==> config.mk <==
export PLATFORM = sky130hd
export DESIGN_NAME = div_ctrl_flat
export DESIGN_NICKNAME = d
export VERILOG_FILES = /design/src/rtl/div_ctrl_if.sv /design/src/rtl/div_ctrl.sv /design/src/flat_wrapper.sv
export SDC_FILE = /design/constraint.sdc
export NUM_CORES = 1
export LEC_CHECK = 0
export CAP_MARGIN = 20
export CORE_MARGIN = 2
export CORE_UTILIZATION = 37
export DETAILED_ROUTE_END_ITERATION = 10
export PLACE_DENSITY = 0.77
export SLEW_MARGIN = 20
export SYNTH_ARGS = -nofsm -noshare
export SYNTH_HDL_FRONTEND = slang
export SYNTH_SLANG_ARGS = --single-unit
==> constraint.sdc <==
create_clock -name clock -period 1.3 [get_ports clock]
set_input_delay 0.26 -clock clock [delete_from_list [all_inputs] [get_ports clock]]
set_output_delay 0.26 -clock clock [all_outputs]
set_load 0.005 [all_outputs]
==> src/rtl/div_ctrl_if.sv <==
// ---------------------------------------------------------------------------
// div_ctrl_if
// Groups the start/operand/result handshake between the multdiv front end,
// the div_ctrl sequencer and the restoring divider datapath.
//   slave  modport : used by div_ctrl (drives the divider side and results)
//   master modport : used by whoever issues divides and supplies div_result
// Signals:
//   ctrl_DIV          start request pulse
//   data_operandA/B   dividend / divisor sampled with ctrl_DIV
//   div_result        combinational quotient from the divider datapath
//   div_operandA/B    latched operands held for the divider
//   div_ctrl          divider accumulator clear (high while idle)
//   div_counter_zero  divider load strobe
//   data_result       registered quotient
//   data_exception    registered divide-by-zero flag
//   data_resultRDY    one-cycle completion pulse
//   busy              operation in progress
// ---------------------------------------------------------------------------
interface div_ctrl_if;
  logic        ctrl_DIV;
  logic [31:0] data_operandA;
  logic [31:0] data_operandB;
  logic [31:0] div_result;
  logic [31:0] div_operandA;
  logic [31:0] div_operandB;
  logic        div_ctrl;
  logic        div_counter_zero;
  logic [31:0] data_result;
  logic        data_exception;
  logic        data_resultRDY;
  logic        busy;

  modport slave (
    input  ctrl_DIV, data_operandA, data_operandB, div_result,
    output div_operandA, div_operandB, div_ctrl, div_counter_zero,
           data_result, data_exception, data_resultRDY, busy
  );

  modport master (
    output ctrl_DIV, data_operandA, data_operandB, div_result,
    input  div_operandA, div_operandB, div_ctrl, div_counter_zero,
           data_result, data_exception, data_resultRDY, busy
  );
endinterface

==> src/rtl/div_ctrl.sv <==
// ---------------------------------------------------------------------------
// div_ctrl
// Sequencer for the restoring divider in the multdiv unit. Latches operands
// on a start request, strobes the divider clear/load, counts ITERATIONS
// iterations, then registers the quotient with a one-cycle ready pulse and a
// divide-by-zero flag.
// Ports:
//   clock    rising-edge clock
//   reset_n  asynchronous active-low reset
//   bus      div_ctrl_if.slave (start/operands in, divider strobes and
//            registered results out)
// Configuration:
//   DIV_CTRL_ZERO_SHORTCUT_EN  when defined, a start with a zero divisor skips
//   the divider entirely and completes one edge after the start.
// ---------------------------------------------------------------------------
module div_ctrl #(
  parameter int ITERATIONS = 32
) (
  input  logic       clock,
  input  logic       reset_n,
  div_ctrl_if.slave  bus
);

  typedef enum logic [1:0] {IDLE, LOAD, ITER, CAPT} state_t;

  localparam logic [5:0] LastCount = 6'(ITERATIONS - 1);

  state_t      state_q, state_d;
  logic [5:0]  count_q, count_d;
  logic [31:0] opA_q, opA_d;
  logic [31:0] opB_q, opB_d;
  logic [31:0] result_q, result_d;
  logic        exc_q, exc_d;
  logic        rdy_q, rdy_d;
  logic        zeroDivisor;
  logic        startZeroDivisor;

  assign zeroDivisor      = (opB_q == 32'd0);
  assign startZeroDivisor = (bus.data_operandB == 32'd0);

  // Next-state logic. A start request wins over everything, which is what
  // makes a start during LOAD/ITER/CAPT an abort: the CAPT branch that would
  // have produced the RDY pulse is simply never taken.
  always_comb begin
    state_d  = state_q;
    count_d  = count_q;
    opA_d    = opA_q;
    opB_d    = opB_q;
    result_d = result_q;
    exc_d    = exc_q;
    rdy_d    = 1'b0;
    if (bus.ctrl_DIV) begin
      opA_d   = bus.data_operandA;
      opB_d   = bus.data_operandB;
      count_d = 6'd0;
`ifdef DIV_CTRL_ZERO_SHORTCUT_EN
      state_d = startZeroDivisor ? CAPT : LOAD;
`else
      state_d = LOAD;
`endif
    end else begin
      case (state_q)
        IDLE: state_d = IDLE;
        LOAD: state_d = ITER;
        ITER: begin
          count_d = count_q + 6'd1;
          if (count_q == LastCount) state_d = CAPT;
        end
        CAPT: begin
          // Zero divisor forces the quotient to 0 whatever the datapath holds.
          result_d = zeroDivisor ? 32'd0 : bus.div_result;
          exc_d    = zeroDivisor;
          rdy_d    = 1'b1;
          state_d  = IDLE;
        end
        default: state_d = IDLE;
      endcase
    end
  end

  // State and result registers; reset puts the controller idle with the
  // divider held in clear.
  always_ff @(posedge clock or negedge reset_n) begin
    if (!reset_n) begin
      state_q  <= IDLE;
      count_q  <= 6'd0;
      opA_q    <= 32'd0;
      opB_q    <= 32'd0;
      result_q <= 32'd0;
      exc_q    <= 1'b0;
      rdy_q    <= 1'b0;
    end else begin
      state_q  <= state_d;
      count_q  <= count_d;
      opA_q    <= opA_d;
      opB_q    <= opB_d;
      result_q <= result_d;
      exc_q    <= exc_d;
      rdy_q    <= rdy_d;
    end
  end

  // Divider strobes and busy are pure decodes of the state register.
  assign bus.div_ctrl         = (state_q == IDLE);
  assign bus.div_counter_zero = (state_q == LOAD);
  assign bus.busy             = (state_q != IDLE);
  assign bus.div_operandA     = opA_q;
  assign bus.div_operandB     = opB_q;
  assign bus.data_result      = result_q;
  assign bus.data_exception   = exc_q;
  assign bus.data_resultRDY   = rdy_q;

`ifndef DIV_CTRL_ZERO_SHORTCUT_EN
  // Only consumed by the zero-divisor shortcut build.
  logic unusedStartZero;
  assign unusedStartZero = startZeroDivisor;
`endif

endmodule
==> src/flat_wrapper.sv <==
// flat-port wrapper written by rule: the top's interface ports become plain ports
module div_ctrl_flat 
#(
  parameter int ITERATIONS = 32
)
  (clock, reset_n, bus_ctrl_DIV, bus_data_operandA, bus_data_operandB, bus_div_result, bus_div_operandA, bus_div_operandB, bus_div_ctrl, bus_div_counter_zero, bus_data_result, bus_data_exception, bus_data_resultRDY, bus_busy);
  div_ctrl_if bus_i ();
  input  logic clock;
  input  logic reset_n;
  input wire logic [$bits(bus_i.ctrl_DIV)-1:0] bus_ctrl_DIV;
  input wire logic [$bits(bus_i.data_operandA)-1:0] bus_data_operandA;
  input wire logic [$bits(bus_i.data_operandB)-1:0] bus_data_operandB;
  input wire logic [$bits(bus_i.div_result)-1:0] bus_div_result;
  output wire logic [$bits(bus_i.div_operandA)-1:0] bus_div_operandA;
  output wire logic [$bits(bus_i.div_operandB)-1:0] bus_div_operandB;
  output wire logic [$bits(bus_i.div_ctrl)-1:0] bus_div_ctrl;
  output wire logic [$bits(bus_i.div_counter_zero)-1:0] bus_div_counter_zero;
  output wire logic [$bits(bus_i.data_result)-1:0] bus_data_result;
  output wire logic [$bits(bus_i.data_exception)-1:0] bus_data_exception;
  output wire logic [$bits(bus_i.data_resultRDY)-1:0] bus_data_resultRDY;
  output wire logic [$bits(bus_i.busy)-1:0] bus_busy;
  assign bus_i.ctrl_DIV = bus_ctrl_DIV;
  assign bus_i.data_operandA = bus_data_operandA;
  assign bus_i.data_operandB = bus_data_operandB;
  assign bus_i.div_result = bus_div_result;
  assign bus_div_operandA = bus_i.div_operandA;
  assign bus_div_operandB = bus_i.div_operandB;
  assign bus_div_ctrl = bus_i.div_ctrl;
  assign bus_div_counter_zero = bus_i.div_counter_zero;
  assign bus_data_result = bus_i.data_result;
  assign bus_data_exception = bus_i.data_exception;
  assign bus_data_resultRDY = bus_i.data_resultRDY;
  assign bus_busy = bus_i.busy;
  div_ctrl #(.ITERATIONS(ITERATIONS)) u_core (.clock(clock), .reset_n(reset_n), .bus(bus_i));
endmodule
==> summary by stage <==
Clocking
Clock tree synthesis found a total of 106 sinks. The later pin in the worst-skew pair is clocked with a latency of 0.33 ns. TritonCTS built the clock tree. The CTS H-tree depth is 3.

The total clock buffers created by CTS is 9. In this run the deepest clock path goes through 2 buffers. The buffer type at the clock tree root is sky130_fd_sc_hd__clkbuf_16. Clock-pin slew was measured on the worst setup and hold paths at 0.07 ns.

Final layout
Leaving out fill and tap cells, the most frequent cell in the layout is sky130_fd_sc_hd__dfrtp_1. Cells fill 62.95% of the core in the end. The top cell types in the final layout, fill and taps aside, are 106 x sky130_fd_sc_hd__dfrtp_1, 96 x sky130_fd_sc_hd__clkdlybuf4s50_1, 66 x sky130_fd_sc_hd__nand2_1, 66 x sky130_fd_sc_hd__dlygate4sd2_1, 64 x sky130_fd_sc_hd__mux2_2. The number of antenna diodes is 0.

The number of nets in the layout is 696. The area added between synthesis and finish is 68.07%. Of the cells placed in the final design, the portion with a size suffix greater than 1 is 35.01%.

Worst setup path
STA classifies the critical path endpoint as a register. Walking the worst path, the cells encountered are nor4_2 -> buf_4 -> nand4_1 -> nor2_4 -> buf_12 -> o21ai_1. In this design, the stage delay of the slowest critical-path cell is 0.39 ns. The cell class contributing the biggest share of worst-path delay is simple AND/OR/NAND/NOR gates.

Along the worst path, the maximum fanout reaches 23. The startpoint-to-endpoint class of the critical path is reg -> reg. The highest-delay cell along the critical path is sky130_fd_sc_hd__dfrtp_1. For the worst setup path, the data required time is 1.51 ns. The type of origin of the critical path is a register.

The number of buffers and inverters on the critical path is 2. At the worst endpoint, the arrival time is 1.79 ns.

Power
Summed over all cells, the static leakage comes to 3.295 nW. The clock share of power is 28.5%. Net switching is 25.00% of the power. The total net switching power is 2.358 mW. The power density relative to cell area is 1323 mW/mm². The overall power of the completed layout is 9.431 mW.

The sequential group share of total power is 44.9%. The cell-internal power is 7.073 mW. The largest vdd supply drop is 0.7280 mV. The combinational share of power is 26.5%.

Placement
The congestion estimate from routability-driven global placement came to 0.7832. The count of buffers added on input and output ports is 199. The wire-length estimate of the detail-placed layout is 8382 µm. OpenSTA, run right after detailed placement, puts the worst setup slack at -0.3795 ns.

STA
The final number of max-transition violations is 0. The routed design could run at a clock period as short as 1.579 ns. In the finished design, the share of the clock period the worst path needs comes to 121.5%. Timing would allow up to 633.3 MHz. The worst pin sits at a relative slew slack of 79.41%. The slew at the pin closest to its max-slew limit is 0.3088 ns. The clock arrives with 0.005943 ns of skew.

Setup repair after global routing could not meet its margin everywhere. Across all hold checks on the routed design, the worst slack comes to 0.3636 ns. Setup violations remaining at the end of the flow were counted as 44. The final total negative setup slack is -9.423 ns. The worst setup margin is -0.2790 ns. The number of hold violations in the final report is 0.

Global routing
For this run, the total global-route usage over all layers was measured as 18.56%. The largest net degree at the start of global routing is 41. The total congestion overflow after global routing is 0. The first global-routing pass estimated 18,330 µm of wire.

The number of antenna violations at the first check in global routing is 0. The via count of the first global-routing pass came to 3,739.

Die
For this configuration, the core starts out at a cell density of 37.46%. The full die area is 0.01233 mm². In this run the vertical extent of the chip is 111.1 µm. The core outline area is 0.01132 mm². 200 I/O pins were placed. The horizontal die dimension is 111.1 µm. The total number of placement rows is 39.

Route
The first-pass iteration count of the detailed router is 4. After the first detailed-routing iteration, the DRC count stood at 153. The number of nets with antenna violations after detailed routing is 0. The number of vias after detailed routing is 3,514.

After detailed routing, the average wire length per cell comes to 15.35 µm. The total wire length is 11,360 µm. The DRC violation count after routing is 0. The vias per cell is 4.749.

Run
The total of max-cap violations is 0.

Outcome
The run finished, with violations left. The checks that failed: negative setup slack.

Logic synthesis
The synthesized netlist net count is 435. The combined area of all synthesized cells is 0.004240 mm². The number of warnings reported in the yosys synthesis log is 0.

The most common flop cell mapped by yosys is sky130_fd_sc_hd__dfrtp_1. The top cell type by area accounts for 62.56% of the synthesized area. sky130_fd_sc_hd__dfrtp_1 takes more of the synthesized area than any other cell. The mean instance size in the synthesized netlist is 12.81 µm². Counting flops and latches in the post-synthesis netlist gives 106. Yosys mapped a number of flops with a built-in enable equal to 0. The fraction of registers with async set/reset is 100.0%.

Counting distinct cell types in the post-synthesis netlist gives 25. The sequential area share after synthesis is 62.56%. In the post-synthesis netlist, the biggest area contributors are sky130_fd_sc_hd__dfrtp_1 63%, sky130_fd_sc_hd__mux2_2 17%, sky130_fd_sc_hd__nand2_1 5.9%. The cell count after synthesis came out at 331.

Min path
The tightest min-delay check is of the in -> reg type.
==> worst reg2reg max path: stages, from the launching register on <==
cell and delay, ns:
sky130_fd_sc_hd__dfrtp_1 0.39, sky130_fd_sc_hd__nor4_2 0.26, sky130_fd_sc_hd__buf_4 0.14, sky130_fd_sc_hd__nand4_1 0.18, sky130_fd_sc_hd__nor2_4 0.20, sky130_fd_sc_hd__buf_12 0.19, sky130_fd_sc_hd__o21ai_1 0.10
==> power by group through the flow <==
stage          Sequential, mW  Clock, mW  Combinational (mW)
2_1_floorplan            4.34          0               0.689
3_3_place_gp             4.28          0                2.63
3_5_place_dp             4.31          0                2.70
4_1_cts                  4.23       2.78                2.50
5_1_grt                  4.31       2.92                2.72
6_report                 4.24       2.69                2.50
==> registers in the layout, indices dropped and copies added (netlist names) <==
register,flops
u_core.bus.data_resultRDY,1
u_core.bus.data_result,32
u_core.bus.div_operandA,32
u_core.count_q,6
u_core.bus.data_exception,1
u_core.bus.div_operandB,32
u_core.state_q,2
==> cell type report <==
type	instances	area [µm²]
inverters	4	17.52
clock buffers	14	264.0
fillers	907	4194
multi-input cells	202	1536
clock inverters	2	35.03
well taps	143	178.9
repair buffers	269	2442
flip-flops and latches	106	2653
==> cell families (layout without fill, tap and decap cells) <==
| family | count (synthesis) | count (layout) | share of synthesized area (%) |
|---|---|---|---|
| AO/OA/AOI/OAI | 38 | 38 | 5.488 |
| XOR/XNOR | 4 | 4 | 0.8264 |
| adder cells (fa/ha/maj) | 5 | 5 | 1.475 |
| buffers and inverters | 23 | 289 | 3.246 |
| flip-flops | 106 | 106 | 62.56 |
| multiplexers | 66 | 66 | 17.47 |
| AND/OR/NAND/NOR | 89 | 89 | 8.941 |
==> stage by stage <==
step | instance area (µm²) | instances
global route | 7127 | 740
floorplan | 4247 | 331
global placement | 6731 | 704
finish | 7127 | 740
detailed placement | 6731 | 704
CTS | 7064 | 735
==> cells in the mapped netlist (3+ instances only) <==
| library cell | n |
|---|---|
| sky130_fd_sc_hd__nand2_1 | 67 |
| sky130_fd_sc_hd__dfrtp_1 | 106 |
| sky130_fd_sc_hd__o21ai_0 | 15 |
| sky130_fd_sc_hd__nor4_1 | 8 |
| sky130_fd_sc_hd__mux2_2 | 64 |
| sky130_fd_sc_hd__buf_6 | 4 |
| sky130_fd_sc_hd__o21ai_1 | 10 |
| sky130_fd_sc_hd__ha_1 | 5 |
| sky130_fd_sc_hd__inv_1 | 3 |
| sky130_fd_sc_hd__nand4_1 | 5 |
| sky130_fd_sc_hd__o21ai_2 | 10 |
| sky130_fd_sc_hd__buf_2 | 11 |
| sky130_fd_sc_hd__xor2_1 | 3 |
| sky130_fd_sc_hd__nor2_1 | 6 |
==> routing by layer <==
| layer | up-vias | GRT usage (%) | part of all wire, % |
|---|---|---|---|
| met5 | - | 0 | 0 |
| li1 | 1652 | - | - |
| met3 | 13 | 4.483 | 6.2 |
| met4 | 0 | 6.667 | 1.4 |
| met2 | 129 | 34.23 | 53 |
| met1 | 1720 | 20.85 | 39 |
==> final timing paths <==
path                                                  start  slack [ns]                     endpoint  cells after the start
worst max register to register  u_core.bus.div_operandB[24]       -0.28    u_core.bus.data_result[4]                      6
max in group asynchronous                           reset_n        0.42            u_core.count_q[1]                      3
worst max-delay path            u_core.bus.div_operandB[24]       -0.28    u_core.bus.data_result[4]                      6
worst min-delay path                           bus_ctrl_DIV        0.36            u_core.count_q[5]                      3
worst min register to register   u_core.bus.data_result[12]        0.48   u_core.bus.data_result[12]                      2
min in group asynchronous                           reset_n        0.37  u_core.bus.div_operandA[29]                      2
==> timing repair <==
action,CTS,global route
buffers inserted,22,6
hold buffers,1,0
cloned,0,0
pin swaps,14,12
endpoints found under the hold margin,19,0
resized for setup,237,11
endpoints found under the setup margin,140,46
No activity file was read; power rests on OpenSTA's default activity.
